[src/rtl/game_sequencer.sv]
// Turn sequencer for a code-breaking game: commits guesses, waits for peg
// feedback with a timeout, and decides win/loss after each turn.
module game_sequencer #(
    parameter int MAX_TURNS  = 8,
    parameter int FB_TIMEOUT = 255
) (
    input  logic       clk,
    input  logic       reset,
    input  logic       btn_submit,
    input  logic       btn_mode,
    input  logic       fb_valid,
    input  logic [2:0] exact_count,
    output logic       mode,
    output logic       store_pulse,
    output logic       fb_req,
    output logic [3:0] turn_count,
    output logic       game_won,
    output logic       game_lost,
    output logic       fb_timeout,
    output logic [2:0] state_dbg
);

    // state   | meaning
    // GUESS   | idle, player composing a guess
    // STORE   | one-cycle strobe committing the guess to history
    // WAIT_FB | requesting feedback, timeout counter running
    // CHECK   | evaluate captured exact count
    // HISTORY | browsing previous guesses
    // WON     | terminal, game won (mode toggles for review)
    // LOST    | terminal, out of turns (mode toggles for review)
    localparam logic [2:0] GUESS   = 3'd0;
    localparam logic [2:0] STORE   = 3'd1;
    localparam logic [2:0] WAIT_FB = 3'd2;
    localparam logic [2:0] CHECK   = 3'd3;
    localparam logic [2:0] HISTORY = 3'd4;
    localparam logic [2:0] WON     = 3'd5;
    localparam logic [2:0] LOST    = 3'd6;

    localparam logic [3:0] MAX_TC  = 4'(MAX_TURNS);
    // Timeout fires on the cycle the counter would reach FB_TIMEOUT.
    localparam logic [7:0] FB_LAST = 8'(FB_TIMEOUT - 1);

    logic [2:0] state_q, state_d;
    logic       mode_q, mode_d;
    logic [3:0] turn_q, turn_d;
    logic       won_q, won_d;
    logic       lost_q, lost_d;
    logic       to_q, to_d;
    logic [7:0] wait_q, wait_d;
    logic [2:0] exact_q, exact_d;

    always_ff @(posedge clk) begin
        if (reset) begin
            state_q <= GUESS;
            mode_q  <= 1'b0;
            turn_q  <= 4'd0;
            won_q   <= 1'b0;
            lost_q  <= 1'b0;
            to_q    <= 1'b0;
            wait_q  <= 8'd0;
            exact_q <= 3'd0;
        end else begin
            state_q <= state_d;
            mode_q  <= mode_d;
            turn_q  <= turn_d;
            won_q   <= won_d;
            lost_q  <= lost_d;
            to_q    <= to_d;
            wait_q  <= wait_d;
            exact_q <= exact_d;
        end
    end

    always_comb begin
        state_d = state_q;
        case (state_q)
            GUESS: begin
                if (btn_submit)
                    state_d = STORE;
                else if (btn_mode && turn_q != 4'd0)
                    state_d = HISTORY;
            end
            STORE:   state_d = WAIT_FB;
            WAIT_FB: begin
                if (fb_valid || wait_q == FB_LAST)
                    state_d = CHECK;
            end
            CHECK: begin
                if (exact_q == 3'd4)
                    state_d = WON;
                else if (turn_q == MAX_TC)
                    state_d = LOST;
                else
                    state_d = GUESS;
            end
            HISTORY: begin
                if (btn_mode)
                    state_d = GUESS;
            end
            WON:     state_d = WON;
            LOST:    state_d = LOST;
            default: state_d = GUESS;
        endcase
    end

    always_comb begin
        turn_d  = turn_q;
        won_d   = won_q;
        lost_d  = lost_q;
        to_d    = to_q;
        wait_d  = wait_q;
        exact_d = exact_q;

        case (state_d)
            HISTORY:   mode_d = 1'b1;
            WON, LOST: mode_d = (state_q == state_d) ? (mode_q ^ btn_mode) : 1'b0;
            default:   mode_d = 1'b0;
        endcase

        if (state_q == STORE) begin
            wait_d = 8'd0;
            if (turn_q != MAX_TC)
                turn_d = turn_q + 4'd1;
        end

        if (state_q == WAIT_FB) begin
            wait_d = wait_q + 8'd1;
            if (fb_valid) begin
                exact_d = exact_count;
            end else if (wait_q == FB_LAST) begin
                exact_d = 3'd0;
                to_d    = 1'b1;
            end
        end

        if (state_d == WON)
            won_d = 1'b1;
        if (state_d == LOST)
            lost_d = 1'b1;
    end

    always_comb begin
        store_pulse = (state_q == STORE);
        fb_req      = (state_q == WAIT_FB);
        state_dbg   = state_q;
    end

    assign mode       = mode_q;
    assign turn_count = turn_q;
    assign game_won   = won_q;
    assign game_lost  = lost_q;
    assign fb_timeout = to_q;

endmodule

[config.mk]
export PLATFORM = sky130hd
export DESIGN_NAME = game_sequencer
export DESIGN_NICKNAME = d
export VERILOG_FILES = /design/src/rtl/game_sequencer.sv
export SDC_FILE = /design/constraint.sdc
export NUM_CORES = 1
export LEC_CHECK = 0
export BUFFER_PORTS_ARGS = -buffer_cell sky130_fd_sc_hd__buf_2
export CAP_MARGIN = 30
export CORE_MARGIN = 2
export CORE_UTILIZATION = 50
export CTS_CLUSTER_SIZE = 30
export DETAILED_ROUTE_END_ITERATION = 16
export HOLD_SLACK_MARGIN = 0.02
export PLACE_DENSITY = 0.81
export SLEW_MARGIN = 15
export SYNTH_ARGS = -nofsm -noshare
export SYNTH_HDL_FRONTEND = slang
export SYNTH_SLANG_ARGS = --single-unit
[constraint.sdc]
create_clock -name clk -period 2.95 [get_ports clk]
set_clock_uncertainty 0.1 [all_clocks]
set_input_delay 0.1475 -clock clk [delete_from_list [all_inputs] [get_ports clk]]
set_output_delay 0.1475 -clock clk [all_outputs]
set_load 0.05 [all_outputs]
Word level (Yosys, flattened, before mapping)
Cells that the tools add are included.
Cells by class
  bitwise operators: 2
  multiply operators: 0
  add/sub/neg operators: 2
  div/mod/pow operators: 0
  reductions and logical operators: 10
  shift operators: 0
  $lt $le $gt $ge: 0
  mux-type cells: 13
  equality and inequality tests: 14
Operators by type and width (number)
  $mux W3: 8
  $eq A3 B3 Y1 const B: 7
  $pmux W3 S7: 1
  $mux W8: 2
  $add A8 B1 Y8 const B: 1
  $eq A8 B8 Y1 const B: 1
  $eq A3 B2 Y1 const B: 2
  $add A4 B1 Y4 const B: 1
  $eq A4 B4 Y1 const B: 1
  $ne A4 B4 Y1 const B: 1
  $reduce_and A2 Y1: 2
  $reduce_bool A2 Y1: 2
  $reduce_bool A4 Y1: 1
  $eq A3 B1 Y1 const B: 1
  $eq A3 B3 Y1: 1
  $logic_not A3 Y1: 1
  $reduce_and A3 Y1: 1
  $pmux W1 S2: 1
  $reduce_or A2 Y1: 1
  $logic_and A1 B1 Y1: 1
  $logic_or A1 B1 Y1: 1
  $mux W1: 1
  $not A1 Y1: 1
  $xor A1 B1 Y1: 1
Storage, ports and cells
  memories kept: 0
  memory bits (read-only): 0
  flip-flop bits (word level): 22
  bits of input ports: 8
  latch bits: 0
  bits in writable memories: 0

Logic depth before layout (Yosys ltp)
  depth after elaboration: 8
  mapped depth: 6
  mapped depth without buffers: 6

Least setup slack after synthesis
No wires, ideal clock.
  path type: register to register
  from: reg state_q[0], in the netlist state_dbg[0]
  to: reg won_q, in the netlist game_won
  period minus slack after synthesis: 2.298 ns
  required time: 2.714 ns
  path slack: 0.652 ns
  arrival time: 2.062 ns
  stages on the path, launching flop included: 6
  path buffers: 1
  setup time: 0.136 ns
  cell sequence: dfxtp_1 -> or3b_1 -> clkbuf_2 -> clkinv_1 -> a2111oi_0 -> a211oi_1
On the way
  elaborated cells between the ends (all ways): 13
  classes of those cells: eq/ne (7); mux (5); reduce/logical (1)
RTL lines
  from (decl): line 43  | logic [2:0] state_q, state_d;
  from (signal assigned): line 63  | state_q <= state_d;
  $eq A3 B2 Y1
  via fb_req: line 15  | output logic fb_req,
  $pmux W3 S7: line 76  | case (state_q)
  $eq A3 B3 Y1: line 136  | if (state_d == WON)
  to (signal assigned): line 66  | won_q <= won_d;
  to (decl): line 46  | logic won_q, won_d;
The timed path passes the listed nets, and every way through them passes these cells.
A chain may end at the register's enable or synchronous reset.

Worst setup path after layout
  from: reg state_q[0], in the netlist state_dbg[0]
  to: reg exact_q[0]
On the way
  word-level cells in the longest chain between the ends: 2
RTL lines
  $eq A3 B2 Y1: line 126  | if (state_q == WAIT_FB) begin
  $reduce_and A2 Y1 (no line)
  to (signal assigned): line 70  | exact_q <= exact_d;
  to (decl): line 50  | logic [2:0] exact_q, exact_d;
Every way passes these cells.

==> parameters.txt <==
Parameter                              Value

Power and ir drop
  Cell-internal power    0.482 mW
  Clock share of power    0.350
  Maximum vdd ir drop    0.383 mV
  Pwr Density    521 nW/µm²
  Net switching power figure    0.194 mW
  Seq pwr share    0.471
  Static leakage    0.489 nW
  Net switching share of the total power    0.287
  Combinational group share of total power    0.179

Clock tree
  Number of buffers added by the clock tree synthesis step    3
  Setup repair bufs after CTS    0
  Clock tree from TritonCTS    yes
  Number of gates resized after CTS    0
  Maximum count of clock buffers along a single path    2
  H-tree depth    1
  CTS root buffer    sky130_fd_sc_hd__clkbuf_4
  Post-CTS clock slew at the launch and capture registers of the worst setup and hold paths    0.13 ns
  Number of sinks driven by the clock tree    22
  Clock latency on the worst-skew pair    0.32 ns

Status
  Status    completed

GRT
  Number of antenna violations at the first check in global routing    0
  Pin count of the biggest net entering global routing    23
  Vias in the first global route    1004
  Total routing resource utilization after global routing    0.225
  First-pass GRT wire length    4420 µm
  Total grt overflow    0

Critical path
  Critical Setup Path Class    reg2reg
  Dominant delay contributor by cell family on the critical path    buffers and inverters
  Crit path max fanout    16
  Worst path slowest cell    sky130_fd_sc_hd__dlygate4sd3_1
  Stage delay of the slowest cell on the critical path    0.56 ns
  Element type at the critical path end    flop
  CP bufs+invs    2
  Required time at the worst-slack endpoint    3.06 ns
  Crit path arrival time    2.43 ns
  Sort of element at the start of the critical path    flop
  Cell breakdown of the critical path    or3b_1 -> clkinv_1 -> nand3_1 -> dlygate4sd3_1 -> a21oi_1
  Reg-to-reg slack, setup    0.63 ns

Layout
  Number of antenna diodes    0
  Net count reported at finish    166
  Share of cells above drive strength 1    0.190
  Number of filler instances in the final layout    172
  P&R area growth vs syn    21.5%

Detailed routing
  Via count    1052
  Routed Antenna Nets    0
  Number of design rule violations left after detail routing    0
  Routed length per placed instance    13.7 µm
  Total iterations of the first detailed-routing run    4
  Iter 0 DRT Violations    28
  Via count normalized by instance count    5.84
  Total routed wirelength    2460 µm

Synthesis
  Flip-flop and latch count after synthesis    22
  Summed instance area of the synthesized netlist    1070 µm²
  Leading post-synthesis cells by instance count    sky130_fd_sc_hd__dfxtp_1 (22), sky130_fd_sc_hd__nor2_1 (17), sky130_fd_sc_hd__a21oi_1 (15)
  EDFF count, synth    0
  Top FF cell, synth    sky130_fd_sc_hd__dfxtp_1
  Most area-consuming cells after synthesis    sky130_fd_sc_hd__dfxtp_1 (41%), sky130_fd_sc_hd__a21oi_1 (7.0%), sky130_fd_sc_hd__nor2_1 (6.0%)
  Mean Syn Cell Area    8.41 µm²
  Part of the Yosys area used for sequential elements    0.412
  Mapped Cells    127
  Synth warn    0
  Net Count, Synth    139
  Async set-or-reset flop fraction in the synthesized netlist    0
  Most used standard cell by instance count after synthesis    sky130_fd_sc_hd__dfxtp_1
  Largest area contributor in the netlist    sky130_fd_sc_hd__dfxtp_1
  Area share of the leading cell type in the synthesized netlist    0.412
  Yosys cell types    33

STA
  Highest attainable clock frequency    431 MHz
  Slew at the pin closest to its max-slew limit    0.446 ns
  Final setup violation count    0
  Relative max-transition margin    0.703
  Post-layout minimum cycle time    2.32 ns
  Unrepaired setup endpoints after global routing    no
  Total negative setup slack    0 ns
  Final Max Tran Viols    0
  Final-report hold violation count    0
  Hold WS    0.0727 ns
  Period utilisation layout    0.786

Die
  Die H    50.2 µm
  Initial standard-cell utilization of the core    0.539
  Overall die width    50.2 µm
  Area of the die    2520 µm²
  Site Rows    16
  I/O pin cnt    21
  Placeable core area    1980 µm²

Placed design
  Count of port buffers added during placement    20
  Hpwl dp    1730 µm
  Final Wtd Congestion    0.801

Run
  Number of max-cap violations    0

Worst hold path
  Type of the worst min-delay path    in2reg
## stage by stage
step	power, mW	utilization	cell area [µm²]	instances	setup WS (ns)
2_1_floorplan	0.412	-	1070	127	0.652
3_5_place_dp	0.440	0.598	1190	170	0.975
6_report	0.676	0.655	1300	180	0.630
4_1_cts	0.680	0.655	1300	180	0.674
3_3_place_gp	0.436	0.598	1190	170	1.05
5_1_grt	0.704	0.655	1300	180	0.478
## sequential cells by signal, summed over array words and instances, names as in the netlist
signal and flops:
game_won 1, turn_count 4, mode 1, fb_timeout 1
wait_q 8, exact_q 3, state_dbg 3, game_lost 1
## power by group through the flow
| stage | clock network, mW | registers, mW | logic [mW] |
|---|---|---|---|
| after floorplan | 0 | 0.346 | 0.0665 |
| after global placement | 0 | 0.323 | 0.113 |
| after detailed placement | 0 | 0.325 | 0.115 |
| after CTS | 0.242 | 0.318 | 0.120 |
| after global routing | 0.251 | 0.321 | 0.132 |
| final | 0.237 | 0.318 | 0.121 |
## area by class of cell
| type | instances | area [µm²] | share of cell area |
|---|---|---|---|
| multi-input cells | 95 | 589 | 0.454 |
| flip-flops and latches | 22 | 440 | 0.339 |
| repair buffers | 26 | 160 | 0.123 |
| well taps | 27 | 33.8 | 0.0260 |
| clock inverters | 1 | 30.0 | 0.0231 |
| clock buffers | 3 | 22.5 | 0.0173 |
| inverters | 6 | 22.5 | 0.0173 |
## layout by cell type, fill, tap and decap left out, types with 2 or more instances in the layout
master                          count
sky130_fd_sc_hd__or3b_2             4
sky130_fd_sc_hd__a21oi_1           15
sky130_fd_sc_hd__nand4_1            2
sky130_fd_sc_hd__nor2_1            17
sky130_fd_sc_hd__o311ai_0           3
sky130_fd_sc_hd__clkbuf_4           3
sky130_fd_sc_hd__or4_1              4
sky130_fd_sc_hd__o21ai_0            4
sky130_fd_sc_hd__ha_1               4
sky130_fd_sc_hd__a211oi_1           4
sky130_fd_sc_hd__nand2_1            6
sky130_fd_sc_hd__xnor2_1            2
sky130_fd_sc_hd__buf_2             20
sky130_fd_sc_hd__nor4_1             3
sky130_fd_sc_hd__dfxtp_1           22
sky130_fd_sc_hd__nand3_1            9
sky130_fd_sc_hd__inv_1              4
sky130_fd_sc_hd__xor2_1             2
sky130_fd_sc_hd__clkinv_1           2
sky130_fd_sc_hd__nand3b_1           3
sky130_fd_sc_hd__dlygate4sd3_1      6
## cell families (layout without fill, tap and decap cells)
group | after synthesis | in the layout | synth area share
AOI/OAI and AO/OA | 33 | 33 | 0.200
xor gates and xnor gates | 4 | 4 | 0.0328
adders and majority gates | 4 | 4 | 0.0468
buffers and inverters | 10 | 36 | 0.0363
DFF | 22 | 22 | 0.412
and+or+nand+nor | 54 | 54 | 0.272
## layer usage
| metal | vias to the layer above | share of wire | track usage |
|---|---|---|---|
| li1 | 522 | - | - |
| met1 | 488 | 0.46 | 0.286 |
| met2 | 40 | 0.47 | 0.379 |
| met3 | 2 | 0.070 | 0.0655 |
| met4 | 0 | 0.0049 | 0.0417 |
| met5 | - | 0 | 0 |
## path summary, 6_finish.rpt
kind	startpoint	to	cells after the start
setup reg to reg	state_dbg[0]$_SDFF_PP0_	exact_q[0]$_SDFFE_PP0P_	5
hold reg to reg	exact_q[1]$_SDFFE_PP0P_	exact_q[1]$_SDFFE_PP0P_	2
hold / removal	fb_valid	fb_timeout$_SDFFE_PP0P_	4
setup / recovery	state_dbg[0]$_SDFF_PP0_	exact_q[0]$_SDFFE_PP0P_	5
## what timing repair did
action / CTS / global route
hold buffers: 6 / 0
setup endpoints to repair: 0 / 0
endpoints found under the hold margin: 3 / 0
## worst min-delay path, cell delays in order
cell and delay, ns:
sky130_fd_sc_hd__buf_2 0.13, sky130_fd_sc_hd__nor4_1 0.07, sky130_fd_sc_hd__nor2_1 0.08, sky130_fd_sc_hd__nor2_1 0.04
(Power assumes the default switching activity.)
